`config.mk`:
```
export PLATFORM = sky130hd
export DESIGN_NAME = huff_stream_encoder
export DESIGN_NICKNAME = d
export VERILOG_FILES = /design/src/rtl/huff_stream_encoder.sv
export SDC_FILE = /design/constraint.sdc
export NUM_CORES = 1
export LEC_CHECK = 0
export CORE_ASPECT_RATIO = 0.7
export CORE_MARGIN = 8
export CORE_UTILIZATION = 35
export CTS_CLUSTER_DIAMETER = 50
export DETAILED_ROUTE_END_ITERATION = 6
export GPL_TIMING_DRIVEN = 0
export MAX_ROUTING_LAYER = met4
export PLACE_DENSITY = 0.55
export SYNTH_ARGS = -nofsm -noshare
export SYNTH_HDL_FRONTEND = slang
export SYNTH_SLANG_ARGS = --single-unit
```
`constraint.sdc`:
```
create_clock -name clk -period 17.15 [get_ports clk]
set_input_delay 3.43 -clock clk [delete_from_list [all_inputs] [get_ports clk]]
set_output_delay 3.43 -clock clk [all_outputs]
set_load 0.1 [all_outputs]
```
`src/rtl/huff_stream_encoder.sv`:
```
// huff_stream_encoder: packs table-driven Huffman codewords into an MSB-first
// bitstream of OUT_WIDTH-bit words with valid/ready handshakes on both sides.
// Optional feature: define HUFF_ENC_STATS_EN to add the stat_bits counter port.
module huff_stream_encoder #(
   parameter int unsigned DATA_WIDTH    = 16,
   parameter int unsigned TOTAL_SYMBOLS = 10,
   parameter int unsigned ADDR_WIDTH    = 4,
   parameter int unsigned MAXHIGHT      = 10,
   parameter int unsigned OUT_WIDTH     = 16
) (
   input  logic                                clk,
   input  logic                                rst,
   input  logic [TOTAL_SYMBOLS*DATA_WIDTH-1:0] tbl_sym,
   input  logic [TOTAL_SYMBOLS*ADDR_WIDTH-1:0] tbl_len,
   input  logic [TOTAL_SYMBOLS*MAXHIGHT-1:0]   tbl_code,
   input  logic                                tbl_done,
   input  logic [DATA_WIDTH-1:0]               sym_in,
   input  logic                                sym_valid,
   output logic                                sym_ready,
   input  logic                                flush,
   output logic [OUT_WIDTH-1:0]                out_word,
   output logic                                out_valid,
   input  logic                                out_ready,
   output logic                                out_last,
   output logic [$clog2(OUT_WIDTH):0]          out_bits,
`ifdef HUFF_ENC_STATS_EN
   output logic [31:0]                         stat_bits,
`endif
   output logic                                err_miss
);

   localparam int unsigned AccWidth  = OUT_WIDTH + MAXHIGHT - 1;
   localparam int unsigned FillWidth = $clog2(AccWidth + 1);
   localparam int unsigned BitsWidth = $clog2(OUT_WIDTH) + 1;

   typedef enum logic [2:0] {StIdle, StLoad, StRun, StFlush, StLast} state_e;

   state_e                          state_q, state_d;
   logic [AccWidth-1:0]             acc_q, acc_d;
   logic [FillWidth-1:0]            fill_q, fill_d;
   logic                            err_miss_q, err_miss_d;
   logic                            load_tbl;
   logic [TOTAL_SYMBOLS*DATA_WIDTH-1:0] sym_tbl_q;
   logic [TOTAL_SYMBOLS*ADDR_WIDTH-1:0] len_tbl_q;
   logic [TOTAL_SYMBOLS*MAXHIGHT-1:0]   code_tbl_q;

   logic                  match;
   logic                  hit;
   logic [ADDR_WIDTH-1:0] hit_len;
   logic [MAXHIGHT-1:0]   hit_code;
   logic [MAXHIGHT-1:0]   code_masked;
   logic [AccWidth-1:0]   code_aligned;
   logic                  full;
   logic                  sym_fire;
   logic                  out_fire;

   // Parallel table lookup; the first (lowest-index) match wins.
   always_comb begin
      match    = 1'b0;
      hit_len  = '0;
      hit_code = '0;
      for (int i = 0; i < TOTAL_SYMBOLS; i++) begin
         if (!match && (sym_tbl_q[(i+1)*DATA_WIDTH-1 -: DATA_WIDTH] == sym_in)) begin
            match    = 1'b1;
            hit_len  = len_tbl_q[(i+1)*ADDR_WIDTH-1 -: ADDR_WIDTH];
            hit_code = code_tbl_q[(i+1)*MAXHIGHT-1 -: MAXHIGHT];
         end
      end
      hit = match && (hit_len != '0) && (32'(hit_len) <= MAXHIGHT);
   end

   // Keep only the low len code bits, left-align them, then place them just below fill.
   always_comb begin
      code_masked  = hit_code & ~({MAXHIGHT{1'b1}} << hit_len);
      code_aligned = ({code_masked, {(AccWidth-MAXHIGHT){1'b0}}}
                      << (ADDR_WIDTH'(MAXHIGHT) - hit_len)) >> fill_q;
   end

   assign full     = (fill_q >= FillWidth'(OUT_WIDTH));
   assign sym_fire = sym_valid && sym_ready;
   assign out_fire = out_valid && out_ready;
   assign err_miss = err_miss_q;

   // Next-state, accumulator update and handshake outputs.
   always_comb begin
      state_d    = state_q;
      acc_d      = acc_q;
      fill_d     = fill_q;
      err_miss_d = err_miss_q;
      load_tbl   = 1'b0;
      sym_ready  = 1'b0;
      out_valid  = 1'b0;
      out_last   = 1'b0;
      out_word   = '0;
      out_bits   = '0;
      case (state_q)
         StIdle: begin
            if (tbl_done) state_d = StLoad;
         end
         StLoad: begin
            load_tbl = 1'b1;
            acc_d    = '0;
            fill_d   = '0;
            state_d  = StRun;
         end
         StRun: begin
            // Acceptance (fill below a word) and emission (a full word) never overlap.
            sym_ready = !full;
            out_valid = full;
            if (full) out_word = acc_q[AccWidth-1 -: OUT_WIDTH];
            if (sym_fire) begin
               if (hit) begin
                  acc_d  = acc_q | code_aligned;
                  fill_d = fill_q + FillWidth'(hit_len);
               end else begin
                  err_miss_d = 1'b1;
               end
            end
            if (out_fire) begin
               acc_d  = acc_q << OUT_WIDTH;
               fill_d = fill_q - FillWidth'(OUT_WIDTH);
            end
            if (flush) state_d = StFlush;
         end
         StFlush: begin
            out_valid = full;
            if (full) out_word = acc_q[AccWidth-1 -: OUT_WIDTH];
            if (out_fire) begin
               acc_d  = acc_q << OUT_WIDTH;
               fill_d = fill_q - FillWidth'(OUT_WIDTH);
            end
            if (!full) state_d = StLast;
         end
         StLast: begin
            // Bits below fill are always zero, so the top slice is already padded.
            out_valid = 1'b1;
            out_last  = 1'b1;
            out_word  = acc_q[AccWidth-1 -: OUT_WIDTH];
            out_bits  = BitsWidth'(fill_q);
            if (out_fire) begin
               acc_d   = '0;
               fill_d  = '0;
               state_d = StIdle;
            end
         end
         default: state_d = StIdle;
      endcase
   end

   // State, accumulator and sticky error registers.
   always_ff @(posedge clk) begin
      if (rst) begin
         state_q    <= StIdle;
         acc_q      <= '0;
         fill_q     <= '0;
         err_miss_q <= 1'b0;
      end else begin
         state_q    <= state_d;
         acc_q      <= acc_d;
         fill_q     <= fill_d;
         err_miss_q <= err_miss_d;
      end
   end

   // Table snapshot taken in the load cycle.
   always_ff @(posedge clk) begin
      if (rst) begin
         sym_tbl_q  <= '0;
         len_tbl_q  <= '0;
         code_tbl_q <= '0;
      end else if (load_tbl) begin
         sym_tbl_q  <= tbl_sym;
         len_tbl_q  <= tbl_len;
         code_tbl_q <= tbl_code;
      end
   end

`ifdef HUFF_ENC_STATS_EN
   logic [31:0] stat_q, stat_d;
   logic [32:0] stat_sum;

   // Saturating count of encoded bits, cleared when the last word is taken.
   always_comb begin
      stat_d   = stat_q;
      stat_sum = {1'b0, stat_q} + 33'(hit_len);
      if ((state_q == StRun) && sym_fire && hit) begin
         stat_d = stat_sum[32] ? 32'hFFFF_FFFF : stat_sum[31:0];
      end
      if ((state_q == StLast) && out_fire) stat_d = '0;
   end

   // Statistics register.
   always_ff @(posedge clk) begin
      if (rst) stat_q <= '0;
      else     stat_q <= stat_d;
   end

   assign stat_bits = stat_q;
`endif

endmodule
```
==> results.sh <==
export IMPL_run_status="completed"
export IMPL_synth_area_leaders="dfxtp_1 36%, nand2_1 15%, a21oi_1 11%"
export IMPL_route_detailed_vias_per_inst=5.66
export IMPL_yosysWarningCount=0
export IMPL_dr_total_vias=20946
export IMPL_cts_buffer_depth=3
export IMPL_largest_net_degree_at_the_start_of_global_routing=14
export IMPL_final_common_cell="nand2_1"
export IMPL_ant_nets=0
export IMPL_vias_in_the_first_global_route=20248
export IMPL_row_count=71
export IMPL_final_period_utilization=0.590
export IMPL_post_cts_resized=0
export IMPL_critical_path_startpoint_type="input port"
export IMPL_total_leakage_power_nw=8.81
export IMPL_path_max_fanout=10
export IMPL_chipWidth_um=293
export IMPL_timing_worst_slew_pin_value_ns=1.25
export IMPL_dpl_worst_slack_ns=6.88
export IMPL_ir_worst_vdd_uv=63.3
export IMPL_design_power_total_mw=1.99
export IMPL_synth_enable_flop_cells=0
export IMPL_regToRegStartpoint="sym_tbl_q[123]"
export IMPL_clock_insertion_delay_worst_skew_ns=0.57
export IMPL_die_height_um=210
export IMPL_hold_viol=0
export IMPL_clkSlewWorstSetupHoldPaths_ns=0.06
export IMPL_clock_sinks=334
export IMPL_clock_fmax_ghz=0.0988
export IMPL_relSlewSlack=0.162
export IMPL_globalRouteTotalUtil=0.288
export IMPL_powerDensity_nw_per_um2=81.9
export IMPL_min_delay_start="acc_q[10]"
export IMPL_synth_ff_type="dfxtp_1"
export IMPL_number_of_setup_buffers_added_after_cts=0
export IMPL_tritoncts="yes"
export IMPL_cts_root_buf="clkbuf_16"
export IMPL_worst_setup_ep_type="flip-flop"
export IMPL_critical_setup_path_kind="in -> reg"
export IMPL_drt_pre_antenna_iters=6
export IMPL_final_area_um2=24400
export IMPL_route_detailed_wl_per_inst_um=24.4
export IMPL_cp_startpoint="sym_in[2]"
export IMPL_layout_nets=3269
export IMPL_number_of_antenna_violations_at_the_first_check_in_global_routing=5
export IMPL_synth_top_area_cell="dfxtp_1"
export IMPL_core_area_um2=53400
export IMPL_cts_made_buffers=39
export IMPL_post_dp_cell_area_um2=23000
export IMPL_globalplace_congestion=0.984
export IMPL_post_cts_hold_buffer_count=0
export IMPL_effective_utilization_at_floorplan=0.352
export IMPL_grt_overflow_total=0
export IMPL_placement_io_buffers=330
export IMPL_finClkSkew_ns=0.0170
export IMPL_data_arrival_time_of_the_worst_path_ns=10.60
export IMPL_setup_viol=0
export IMPL_netlist_area_um2=18800
export IMPL_drt_drc_violations_left=0
export IMPL_min_path_type="reg -> reg"
export IMPL_max_slew_vio_count=0
export IMPL_max_cap_viol_count=0
export IMPL_synth_ff_latch_count=334
export IMPL_cts_max_level=2
export IMPL_timing_final_ws_setup_ns=7.03
export IMPL_area_growth_syn_to_layout_pct=29.5
export IMPL_area_of_the_die_um2=61600
export IMPL_final_min_clock_period_ns=10.12
export IMPL_ys_seq_area_frac=0.355
export IMPL_final_cell_mix="734 x nand2_1, 395 x a21oi_1, 334 x dfxtp_1"
export IMPL_synth_area_per_cell_um2=7.33
export IMPL_post_dp_hpwl_um=72700
export IMPL_drt_first_iter_violations=1985
export IMPL_synth_lib_cells_used_distinct=104
export IMPL_synth_largest_type_area_fraction=0.355
export IMPL_ys_async_sr_fraction=0
export IMPL_i_o_pins=347
export IMPL_wirelength_um=90300
export IMPL_synth_nets=2898
export IMPL_fin_tns_setup_ns=0
export IMPL_grt_pass1_wl_um=131000
export IMPL_synthCells=2566
export IMPL_layout_drive_gt1_share=0.0573
export IMPL_rsz0062_at_grt="no"
export IMPL_crit_required_ns=17.64
[stage by stage]
stage | hold slack, ns | std cells | utilization
global route | 0.478 | 3699 | 0.456
CTS | 0.454 | 3695 | 0.456
detailed placement | 0.445 | 3626 | 0.431
floorplan | 0.417 | 2566 | -
finish | 0.451 | 3699 | 0.456
global placement | 0.437 | 3626 | 0.431
[critical path, cell delays in order]
cell,delay [ns]
buf_4,0.28
xor2_1,0.12
nor4_1,0.49
and4_1,0.32
clkbuf_1,0.48
nand3_1,0.48
a21oi_1,0.34
o21ai_0,0.27
a311oi_4,0.60
inv_1,0.22
ha_1,0.32
inv_1,0.20
a211oi_1,0.09
a32oi_2,0.39
nor2_2,0.21
o21ai_1,0.44
o21ai_1,0.25
o31ai_1,0.48
a31oi_1,0.17
a211oi_1,0.62
nand4_1,0.17
a31oi_1,0.21
[kinds of logic after synthesis]
group	after synthesis	share of synthesized area
AO/OA/AOI/OAI	709	0.237
multiplexers	21	0.0125
AND/OR/NAND/NOR	1100	0.254
flip-flops	334	0.355
buffers and inverters	226	0.0540
adder cells (fa/ha/maj)	10	0.00705
XOR/XNOR	166	0.0802
[cell type report]
class | count | area (µm²)
clock inverters | 13 | 151
well taps | 730 | 913
plain buffers | 200 | 918
fillers | 5396 | 29000
multi-input cells | 2006 | 11100
repair buffers | 330 | 3300
flip-flops and latches | 334 | 6690
clock buffers | 56 | 1170
diodes | 4 | 10.0
inverters | 26 | 97.6
[cells in the mapped netlist (15+ instances only)]
master	count
nand2_1	734
a21oi_1	395
dfxtp_1	334
clkbuf_1	145
xor2_1	142
nor2_1	96
nand3_1	65
o21ai_0	59
nor4_1	46
nand4_1	36
nor3_1	33
a31oi_1	26
and2_1	24
inv_1	21
o211ai_1	21
buf_2	19
mux2i_1	19
buf_4	18
xnor2_1	18
o221ai_1	16
a211oi_1	15
[worst paths after layout]
path	to	slack (ns)	cells after the start
min reg2reg	acc_q[10]	0.45	2
max	acc_q[18]	7.03	22
min	acc_q[10]	0.45	2
max reg2reg	acc_q[18]	9.83	21
[sequential cells by signal, summed over array words and instances (netlist names)]
register	count
code_tbl_q	100
len_tbl_q	40
acc_q	25
state_q	3
sym_tbl_q	160
err_miss	1
fill_q	5
[routing by layer]
metal / part of all wire / track usage / vias to the layer above
met2: 0.41 / 0.401 / 966
met1: 0.48 / 0.412 / 10109
met4: 0.027 / 0.0836 / 0
met5: 0 / - / -
met3: 0.087 / 0.0650 / 150
li1: - / - / 9721
[power by group]
| part | switching (mW) | internal [mW] |
|---|---|---|
| sequential | 0.0380 | 0.818 |
| combinational | 0.153 | 0.122 |
| clock | 0.355 | 0.508 |
No activity file was read; power rests on OpenSTA's default activity.
